--- src/rtl/boton_pkg.sv ---
// Shared state encoding and default timing constants for the button event classifier.
package boton_pkg;

  typedef logic [1:0] estado_t;

  localparam estado_t IDLE    = 2'd0;
  localparam estado_t PULSADO = 2'd1;
  localparam estado_t ESPERA  = 2'd2;

  // 5 s at 50 MHz; CNT_W_DEF leaves headroom so the counter never wraps.
  localparam int LONG_CYCLES_DEF = 250000000;
  localparam int CNT_W_DEF       = 28;

endpackage

--- src/rtl/evento_boton.sv ---
// One debounced level in, registered one-cycle short/long press pulses out.
// largo_prox is the next-state value of largo, so a parent can update state on the same edge.
module evento_boton
  import boton_pkg::*;
#(
  parameter int LONG_CYCLES = LONG_CYCLES_DEF,
  parameter int CNT_W       = CNT_W_DEF
) (
  input  logic clk,
  input  logic reset,
  input  logic nivel,
  output logic corto,
  output logic largo,
  output logic largo_prox
);

  localparam logic [CNT_W-1:0] CNT_MAX = CNT_W'(LONG_CYCLES - 1);

  estado_t          state_q, state_d;
  logic [CNT_W-1:0] cnt_q,   cnt_d;
  logic             corto_q, corto_d;
  logic             largo_q, largo_d;

  always_ff @(posedge clk) begin
    if (reset) begin
      state_q <= ESPERA;
      cnt_q   <= '0;
      corto_q <= 1'b0;
      largo_q <= 1'b0;
    end else begin
      state_q <= state_d;
      cnt_q   <= cnt_d;
      corto_q <= corto_d;
      largo_q <= largo_d;
    end
  end

  always_comb begin
    state_d = state_q;
    cnt_d   = cnt_q;
    corto_d = 1'b0;
    largo_d = 1'b0;
    case (state_q)
      IDLE: begin
        if (nivel) begin
          state_d = PULSADO;
          cnt_d   = CNT_W'(1);
        end
      end
      PULSADO: begin
        if (!nivel) begin
          corto_d = 1'b1;
          state_d = IDLE;
          cnt_d   = '0;
        end else if (cnt_q == CNT_MAX) begin
          largo_d = 1'b1;
          state_d = ESPERA;
        end else begin
          cnt_d = cnt_q + CNT_W'(1);
        end
      end
      ESPERA: begin
        // Swallow the rest of a long press (or a press held through reset).
        if (!nivel) begin
          state_d = IDLE;
          cnt_d   = '0;
        end
      end
      default: begin
        state_d = ESPERA;
        cnt_d   = '0;
      end
    endcase
  end

  assign corto      = corto_q;
  assign largo      = largo_q;
  assign largo_prox = largo_d;

endmodule

--- src/rtl/boton_eventos.sv ---
// Three independent press classifiers (test, energia, sueno) plus the modo_test toggle,
// which flips on the same edge that raises test_largo.
module boton_eventos
  import boton_pkg::*;
#(
  parameter int LONG_CYCLES = LONG_CYCLES_DEF,
  parameter int CNT_W       = CNT_W_DEF
) (
  input  logic clk,
  input  logic reset,
  input  logic test_db,
  input  logic energia_db,
  input  logic sueno_db,
  output logic test_corto,
  output logic test_largo,
  output logic energia_corto,
  output logic energia_largo,
  output logic sueno_corto,
  output logic sueno_largo,
  output logic modo_test
);

  logic test_largo_prox;
  logic energia_largo_prox;
  logic sueno_largo_prox;
  logic modo_test_q, modo_test_d;

  evento_boton #(.LONG_CYCLES(LONG_CYCLES), .CNT_W(CNT_W)) u_test (
    .clk        (clk),
    .reset      (reset),
    .nivel      (test_db),
    .corto      (test_corto),
    .largo      (test_largo),
    .largo_prox (test_largo_prox)
  );

  evento_boton #(.LONG_CYCLES(LONG_CYCLES), .CNT_W(CNT_W)) u_energia (
    .clk        (clk),
    .reset      (reset),
    .nivel      (energia_db),
    .corto      (energia_corto),
    .largo      (energia_largo),
    .largo_prox (energia_largo_prox)
  );

  evento_boton #(.LONG_CYCLES(LONG_CYCLES), .CNT_W(CNT_W)) u_sueno (
    .clk        (clk),
    .reset      (reset),
    .nivel      (sueno_db),
    .corto      (sueno_corto),
    .largo      (sueno_largo),
    .largo_prox (sueno_largo_prox)
  );

  assign modo_test_d = modo_test_q ^ test_largo_prox;

  always_ff @(posedge clk) begin
    if (reset) modo_test_q <= 1'b0;
    else       modo_test_q <= modo_test_d;
  end

  assign modo_test = modo_test_q;

  // Long presses of energia/sueno are reported but never touch modo_test.
  logic unused_largo_prox;
  assign unused_largo_prox = energia_largo_prox ^ sueno_largo_prox;

endmodule

--- config.mk ---
export PLATFORM = sky130hd
export DESIGN_NAME = boton_eventos
export DESIGN_NICKNAME = d
export VERILOG_FILES = /design/src/rtl/boton_pkg.sv /design/src/rtl/evento_boton.sv /design/src/rtl/boton_eventos.sv
export SDC_FILE = /design/constraint.sdc
export NUM_CORES = 1
export LEC_CHECK = 0
export ABC_AREA = 1
export CELL_PAD_IN_SITES_DETAIL_PLACEMENT = 2
export CELL_PAD_IN_SITES_GLOBAL_PLACEMENT = 2
export CORE_MARGIN = 8
export CORE_UTILIZATION = 34
export DETAILED_ROUTE_END_ITERATION = 10
export HOLD_SLACK_MARGIN = 0.06
export PLACE_DENSITY_LB_ADDON = 0.1
export SKIP_CTS_REPAIR_TIMING = 1
export SYNTH_ARGS = -nofsm -noshare
export SYNTH_HDL_FRONTEND = slang
export SYNTH_SLANG_ARGS = --single-unit
--- constraint.sdc ---
create_clock -name clk -period 2.1 [get_ports clk]
set_input_delay 0.42 -clock clk [delete_from_list [all_inputs] [get_ports clk]]
set_output_delay 0.42 -clock clk [all_outputs]
set_load 0.02 [all_outputs]
==> run_results.csv, run 1 <==
group,metric,value,unit
cts,cts_max_level,3,
critical_path,crit_family,"simple AND/OR/NAND/NOR gates",
sta,fin_tns_setup,0,ns
detailed_routing,drtPass1Iterations,4,
placed_design,placedCellCount,1342,
critical_path,cp_cell_sequence,"ha_2 -> nand2_2 -> nor2_4 -> nand2_1 -> nor2_2 -> nand3_2 -> nand2_2 -> buf_4 -> o21ai_1 -> and2_1",
yosys,ys_top_cells_by_area,"dfxtp_1, nand2_1, nor2_1",
cts,cts_sinks,97,
global_route,grt_pass1_vias,7524,
sta,worst_slew_pin_slew,0.498,ns
critical_path,critPathArrivalTime,2.19,ns
critical_path,slowest_delay,0.41,ns
sta,clock_skew,0.00821,ns
global_route,globalRouteOverflowTotal,0,
yosys,ys_ff_latch,97,
die,initial_core_util,34.4,%
worst_hold_path,hp-start,"u_energia.state_q[0]$_SDFFE_PP0P_",
layout,final_nets,1129,
layout,drive_gt1_share,9.68,%
die,fp.dieW,153,µm
critical_path,critPathSlowestCell,"dfxtp_1",
die,rows,50,
worst_hold_path,min_to,"u_energia.state_q[1]$_SDFFE_PP1P_",
worst_hold_path,hp-class,"register to register",
cts,clkLatencyLatePin,0.36,ns
global_route,grt_pass1_wl,38500,µm
global_route,grt_max_degree,42,
sta,final.min_clock_period,1.93,ns
critical_path,crit_required,2.36,ns
cts,root_buffer,"clkbuf_16",
yosys,synth_cell_type_count,39,
die,die-area,0.0235,mm²
critical_path,critPathMostFrequentCell,"nand2_2",
critical_path,criticalPathCategory,"register to register",
die,die_y,153,µm
critical_path,crit_buf_inv,1,
critical_path,rr_endpoint,"u_energia.cnt_q[3]$_SDFFE_PP0P_",
die,core-area,0.0186,mm²
sta,maxSlewHeadroom,66.7,%
layout,layoutNonFillerInstCount,1361,
sta,fmax,518,MHz
critical_path,r2r-start,"u_energia.cnt_q[1]$_SDFFE_PP0P_",
global_route,grt_usage,20.1,%
cts,cts_tree,"done",
sta,hold_ws,0.480,ns
global_route,use_met2,36.2,%
sta,finalHoldViolCount,0,
power_and_ir_drop,max-vdd-ir-drop,0.364,mV
sta,grt_setup_unrepaired,"yes",
detailed_routing,via_per_inst,5.15,
power_and_ir_drop,powerDensity,542,mW/mm²
cts,cts_buffer_depth,2,
critical_path,r2r_setup_slack,0.17,ns
yosys,synth_area,0.00640,mm²
power_and_ir_drop,p_leak,2.94,nW
yosys,yosys.area.top_type,"dfxtp_1",
yosys,yosysWarnings,0,
cts,numCtsBuffers,9,
detailed_routing,remaining_drc_errors,0,
critical_path,endpoint_kind,"register",
critical_path,cp_max_fo,12,
global_route,gr-usage-met3,2.73,%
detailed_routing,dr_total_vias,7004,
placed_design,place_congestion,0.850,
placed_design,place.port_buffers,11,
placed_design,hpwl,18000,µm
sta,maxSlewViolCount,0,
yosys,syn_nets,1090,
global_route,met1_usage,24.1,%
die,io_pins,12,
worst_hold_path,hold_depth,1,
layout,area_growth_syn_to_layout,13.7,%
yosys,netlist_instances,1082,
detailed_routing,wl_per_cell,17.1,µm
critical_path,start_kind,"register",
cts,cts.clk_slew.worst_paths,0.08,ns
status,outcome,"finished clean",
sta,setup-violations-final,0,
critical_path,reg2regPathDepth,10,
detailed_routing,wl,23200,µm
global_route,antenna_found_initial,0,
yosys,synth_seq_area_share,30.3,%
sta,final.period_utilization,91.9,%
yosys,synth.avg_cell_area,5.91,µm²
yosys,synth_top_area_share,30.3,%
detailed_routing,dr.first_iter.drc_count,257,
detailed_routing,ant_nets,0,
flow_run,max_cap_viol_count,0,
global_route,gr-max-usage-layer,"met2",
-- synth_stat cells --
library cell,n
o21ai_2,1
a21o_1,1
nand2_1,319
nor3_2,1
buf_6,6
nand2_4,2
nand3_1,87
a21oi_1,44
o21ai_0,37
or2_2,6
o21ai_1,4
nand4_1,46
o21bai_1,5
nand3_4,2
xor2_1,3
inv_1,160
nand3b_1,7
and2_1,4
clkbuf_1,4
nor3b_1,2
dfxtp_1,97
clkbuf_8,1
nor2_2,9
nor2_4,5
inv_2,3
buf_4,3
nand2_2,9
nor3_1,15
nor2_8,1
or3b_2,1
nand3_2,1
a31o_2,2
a22oi_1,3
buf_2,10
ha_1,3
nor2_1,173
o211ai_1,3
o21ai_4,1
buf_1,1
-- routing by layer --
| metal | share of wire (%) | vias up |
|---|---|---|
| met3 | 1.9 | 29 |
| met4 | 2.0 | 0 |
| li1 | - | 3487 |
| met5 | 0 | - |
| met1 | 46 | 3436 |
| met2 | 50 | 52 |
-- how the worst max path moves through the flow --
stage                                            end  slack (ns)  cells after the start                            start
finish               u_energia.cnt_q[3]$_SDFFE_PP0P_        0.17                     10  u_energia.cnt_q[1]$_SDFFE_PP0P_
global route           u_test.cnt_q[25]$_SDFFE_PP0P_       -0.01                     11     u_test.cnt_q[1]$_SDFFE_PP0P_
CTS                    u_test.cnt_q[15]$_SDFFE_PP0P_        0.09                     11     u_test.cnt_q[1]$_SDFFE_PP0P_
detailed placement  u_energia.cnt_q[15]$_SDFFE_PP0P_       -0.03                      9                       energia_db
global placement    u_energia.cnt_q[24]$_SDFFE_PP0P_       -0.02                      7                       energia_db
floorplan              u_test.cnt_q[15]$_SDFFE_PP0P_        0.52                     12     u_test.cnt_q[1]$_SDFFE_PP0P_
-- sequential cells by signal, indices dropped and copies added (netlist names), 2 cells and up --
| name | count |
|---|---|
| u_energia.state_q | 2 |
| u_sueno.cnt_q | 28 |
| u_energia.cnt_q | 28 |
| u_sueno.state_q | 2 |
| u_test.state_q | 2 |
| u_test.cnt_q | 28 |
-- stage by stage --
stage	util (%)	total power, mW	worst slack [ns]	instance area, µm²
5_1_grt	39.1	4.09	-0.0111	7270
6_report	39.1	3.94	0.171	7270
3_5_place_dp	37.4	2.28	-0.0300	6950
4_1_cts	38.9	4.00	0.0853	7240
2_1_floorplan	-	2.14	0.525	6400
3_3_place_gp	37.4	2.27	-0.0184	6950
-- power by group --
group          internal (mW)  switching [mW]  total, mW
clock network          0.833           0.877       1.71
registers               1.85          0.0134       1.87
logic                  0.117           0.248      0.365
total                   2.80            1.14       3.94
-- logic make-up after synthesis --
family / count (synthesis) / share of synthesized area, %
AOI/OAI and AO/OA: 101 / 8.72
xor gates and xnor gates: 3 / 0.411
DFF: 97 / 30.3
buffers and inverters: 188 / 12.3
and+or+nand+nor: 690 / 47.7
adders and majority gates: 3 / 0.587
-- area by class of cell --
cell class              count  area [µm²]
flip-flops and latches     97        1940
diodes                      1        2.50
repair buffers             53         445
clock buffers               9         225
clock inverters             7        61.3
inverters                 163         612
well taps                 234         293
fillers                  2395       11300
multi-input cells         797        3690
-- layout by cell type (no fill, tap or decap), drive strengths merged --
master	count
o21bai	5
and2	4
clkbuf	9
or2	6
nand3	90
nand2	330
buf	43
clkdlybuf4s50	10
a22oi	3
o211ai	3
a31o	2
xor2	3
inv	167
diode	1
nor3	16
clkinvlp	1
nand3b	7
a21oi	44
or3b	1
clkinv	2
ha	3
a21o	1
dfxtp	97
nor2	188
o21ai	43
nand4	46
nor3b	2
Power figures use the tool's default switching activity.
==> run 2, diff against run 1 <==
--- a/config.mk
+++ b/config.mk
@@ -9,7 +9,7 @@
 export CELL_PAD_IN_SITES_DETAIL_PLACEMENT = 2
 export CELL_PAD_IN_SITES_GLOBAL_PLACEMENT = 2
 export CORE_MARGIN = 8
-export CORE_UTILIZATION = 34
+export CORE_UTILIZATION = 31
 export DETAILED_ROUTE_END_ITERATION = 10
 export HOLD_SLACK_MARGIN = 0.06
 export PLACE_DENSITY_LB_ADDON = 0.1
@@ -17,3 +17,4 @@
 export SYNTH_ARGS = -nofsm -noshare
 export SYNTH_HDL_FRONTEND = slang
 export SYNTH_SLANG_ARGS = --single-unit
+export TNS_END_PERCENT = 10
==> constraint.sdc (replaced) <==
create_clock -name clk -period 1.7 [get_ports clk]
set_input_delay 0.34 -clock clk [delete_from_list [all_inputs] [get_ports clk]]
set_output_delay 0.34 -clock clk [all_outputs]
set_load 0.02 [all_outputs]
==> run 2 against run 1 <==
Net effect: the run now ends with negative setup slack left; clock skew grew 0.0030 ns; critical endpoint is now u_test.cnt_q[3]$_SDFFE_PP0P_; design area grew 18%; maximum frequency grew 3.2%; setup slack lost 0.34 ns; sequential power grew 24%; critical path depth shrank 1; largest cell class unchanged; highest routed layer unchanged.
==> run_results.csv, run 2 (synthesis results as in run 1) <==
group,metric,value,unit
cts,clkLatencyLatePin,0.35,ns
sta,clock_skew,0.0112,ns
sta,final.min_clock_period,1.87,ns
critical_path,rr_endpoint,"u_test.cnt_q[3]$_SDFFE_PP0P_",
sta,grt_setup_unrepaired,"yes",
sta,maxSlewViolCount,0,
global_route,grt_usage,19.8,%
layout,area_growth_syn_to_layout,34.1,%
critical_path,cp_cell_sequence,"nand2_1 -> nor2_1 -> nand2_1 -> nor2_4 -> nand3_4 -> nand2_4 -> buf_6 -> nand2_1 -> a21oi_2",
sta,finalHoldViolCount,0,
detailed_routing,drtPass1Iterations,4,
die,die_y,160,µm
layout,fin_area,0.00858,mm²
cts,cts_max_level,3,
cts,cts_tree,"done",
placed_design,placed_area,0.00778,mm²
critical_path,crit_required,1.97,ns
critical_path,slowest_delay,0.44,ns
cts,cts_buffer_depth,2,
sta,fmax,535,MHz
global_route,globalRouteOverflowTotal,0,
detailed_routing,dr.first_iter.drc_count,267,
die,io_pins,12,
power_and_ir_drop,max-vdd-ir-drop,0.444,mV
worst_hold_path,hp-class,"primary input to register",
cts,cts_sinks,97,
critical_path,cp_max_fo,7,
critical_path,r2r_setup_slack,-0.17,ns
worst_hold_path,hp-start,"reset",
die,die-area,0.0255,mm²
detailed_routing,wl_per_cell,18.0,µm
placed_design,place.port_buffers,11,
global_route,grt_max_degree,23,
cts,root_buffer,"clkbuf_16",
layout,multi_input_area,0.00399,mm²
critical_path,criticalPathCategory,"register to register",
layout,layout_commonest_cell,"nand2_1",
die,initial_core_util,31.6,%
critical_path,r2r-start,"u_test.cnt_q[9]$_SDFFE_PP0P_",
worst_hold_path,hold_depth,2,
status,outcome,"finished with violations",
layout,regArea,0.00198,mm²
sta,hold_ws,0.281,ns
layout,top_regs,"u_energia.cnt_q: 28 flops, u_sueno.cnt_q: 28 flops, u_test.cnt_q: 28 flops",
global_route,antenna_found_initial,0,
layout,final_util,42.4,%
layout,layoutNonFillerInstCount,1502,
placed_design,post-place-ws,-0.424,ns
sta,worst_slew_pin_slew,0.507,ns
detailed_routing,ant_nets,0,
global_route,grt_pass1_wl,41200,µm
detailed_routing,wl,27100,µm
placed_design,placedCellCount,1478,
critical_path,critPathArrivalTime,2.13,ns
critical_path,critPathMostFrequentCell,"nand2_1",
critical_path,reg2regPathDepth,9,
cts,cts.clk_slew.worst_paths,0.08,ns
layout,layout_common_cells,"nand2_1, inv_1, nor2_1",
detailed_routing,remaining_drc_errors,0,
layout,nFillCells,2518,
power_and_ir_drop,p_leak,3.68,nW
critical_path,start_kind,"register",
layout,final_nets,1235,
critical_path,critPathSlowestCell,"dfxtp_1",
placed_design,place_congestion,0.808,
power_and_ir_drop,powerDensity,601,mW/mm²
cts,numCtsBuffers,9,
sta,setup-violations-final,31,
global_route,grt_pass1_vias,8050,
worst_hold_path,min_to,"u_sueno.cnt_q[2]$_SDFFE_PP0P_",
critical_path,endpoint_kind,"register",
layout,antenna_cells,0,
sta,maxSlewHeadroom,66.1,%
detailed_routing,via_per_inst,5.01,
die,core-area,0.0202,mm²
placed_design,hpwl,20100,µm
layout,drive_gt1_share,23.5,%
flow_run,max_cap_viol_count,0,
die,fp.dieW,160,µm
status,failed_checks,"negative setup slack",
sta,final.period_utilization,110,%
die,rows,52,
detailed_routing,dr_total_vias,7519,
sta,fin_ws,-0.169,ns
run 2: layer usage:
| metal | track usage (%) | part of all wire [%] | vias up |
|---|---|---|---|
| li1 | - | - | 3701 |
| met5 | 0 | 0 | - |
| met1 | 23.6 | 44 | 3707 |
| met3 | 2.29 | 1.8 | 35 |
| met2 | 36.5 | 53 | 76 |
| met4 | 5.62 | 1.9 | 0 |
run 2: area by class of cell:
type                    count  area share [%]
clock buffers              10            2.79
inverters                 163            7.22
clock inverters             6           0.860
well taps                 270            3.94
multi-input cells         797            46.5
flip-flops and latches     97            23.1
repair buffers            159            15.6
run 2: through the flow:
step	power [mW]	TNS (ns)
final	5.16	-1.76
after global routing	5.35	-5.72
after floorplan	2.65	0
after global placement	2.88	-15.64
after detailed placement	2.90	-20.80
after CTS	5.17	-9.24
run 2: worst max-delay path: cells and delay by family (launching register included):
kind | cells | cell delay (ns)
DFF | 1 | 0.44
and+or+nand+nor | 7 | 1.04
buffers and inverters | 1 | 0.14
AOI/OAI and AO/OA | 1 | 0.17
run 2: power by group:
part / total (mW) / switching, mW / internal [mW]
registers: 2.31 / 0.0216 / 2.28
logic: 0.588 / 0.366 / 0.222
clock network: 2.26 / 1.06 / 1.20
run 2: worst max path at each step:
stage	startpoint	endpoint	slack, ns
4_1_cts	u_energia.cnt_q[0]$_SDFFE_PP0P_	u_energia.cnt_q[18]$_SDFFE_PP0P_	-0.33
6_report	u_test.cnt_q[9]$_SDFFE_PP0P_	u_test.cnt_q[3]$_SDFFE_PP0P_	-0.17
3_5_place_dp	energia_db	u_energia.cnt_q[3]$_SDFFE_PP0P_	-0.42
3_3_place_gp	energia_db	u_energia.cnt_q[18]$_SDFFE_PP0P_	-0.35
2_1_floorplan	u_test.cnt_q[1]$_SDFFE_PP0P_	u_test.cnt_q[15]$_SDFFE_PP0P_	0.12
5_1_grt	u_test.cnt_q[9]$_SDFFE_PP0P_	u_test.cnt_q[3]$_SDFFE_PP0P_	-0.22
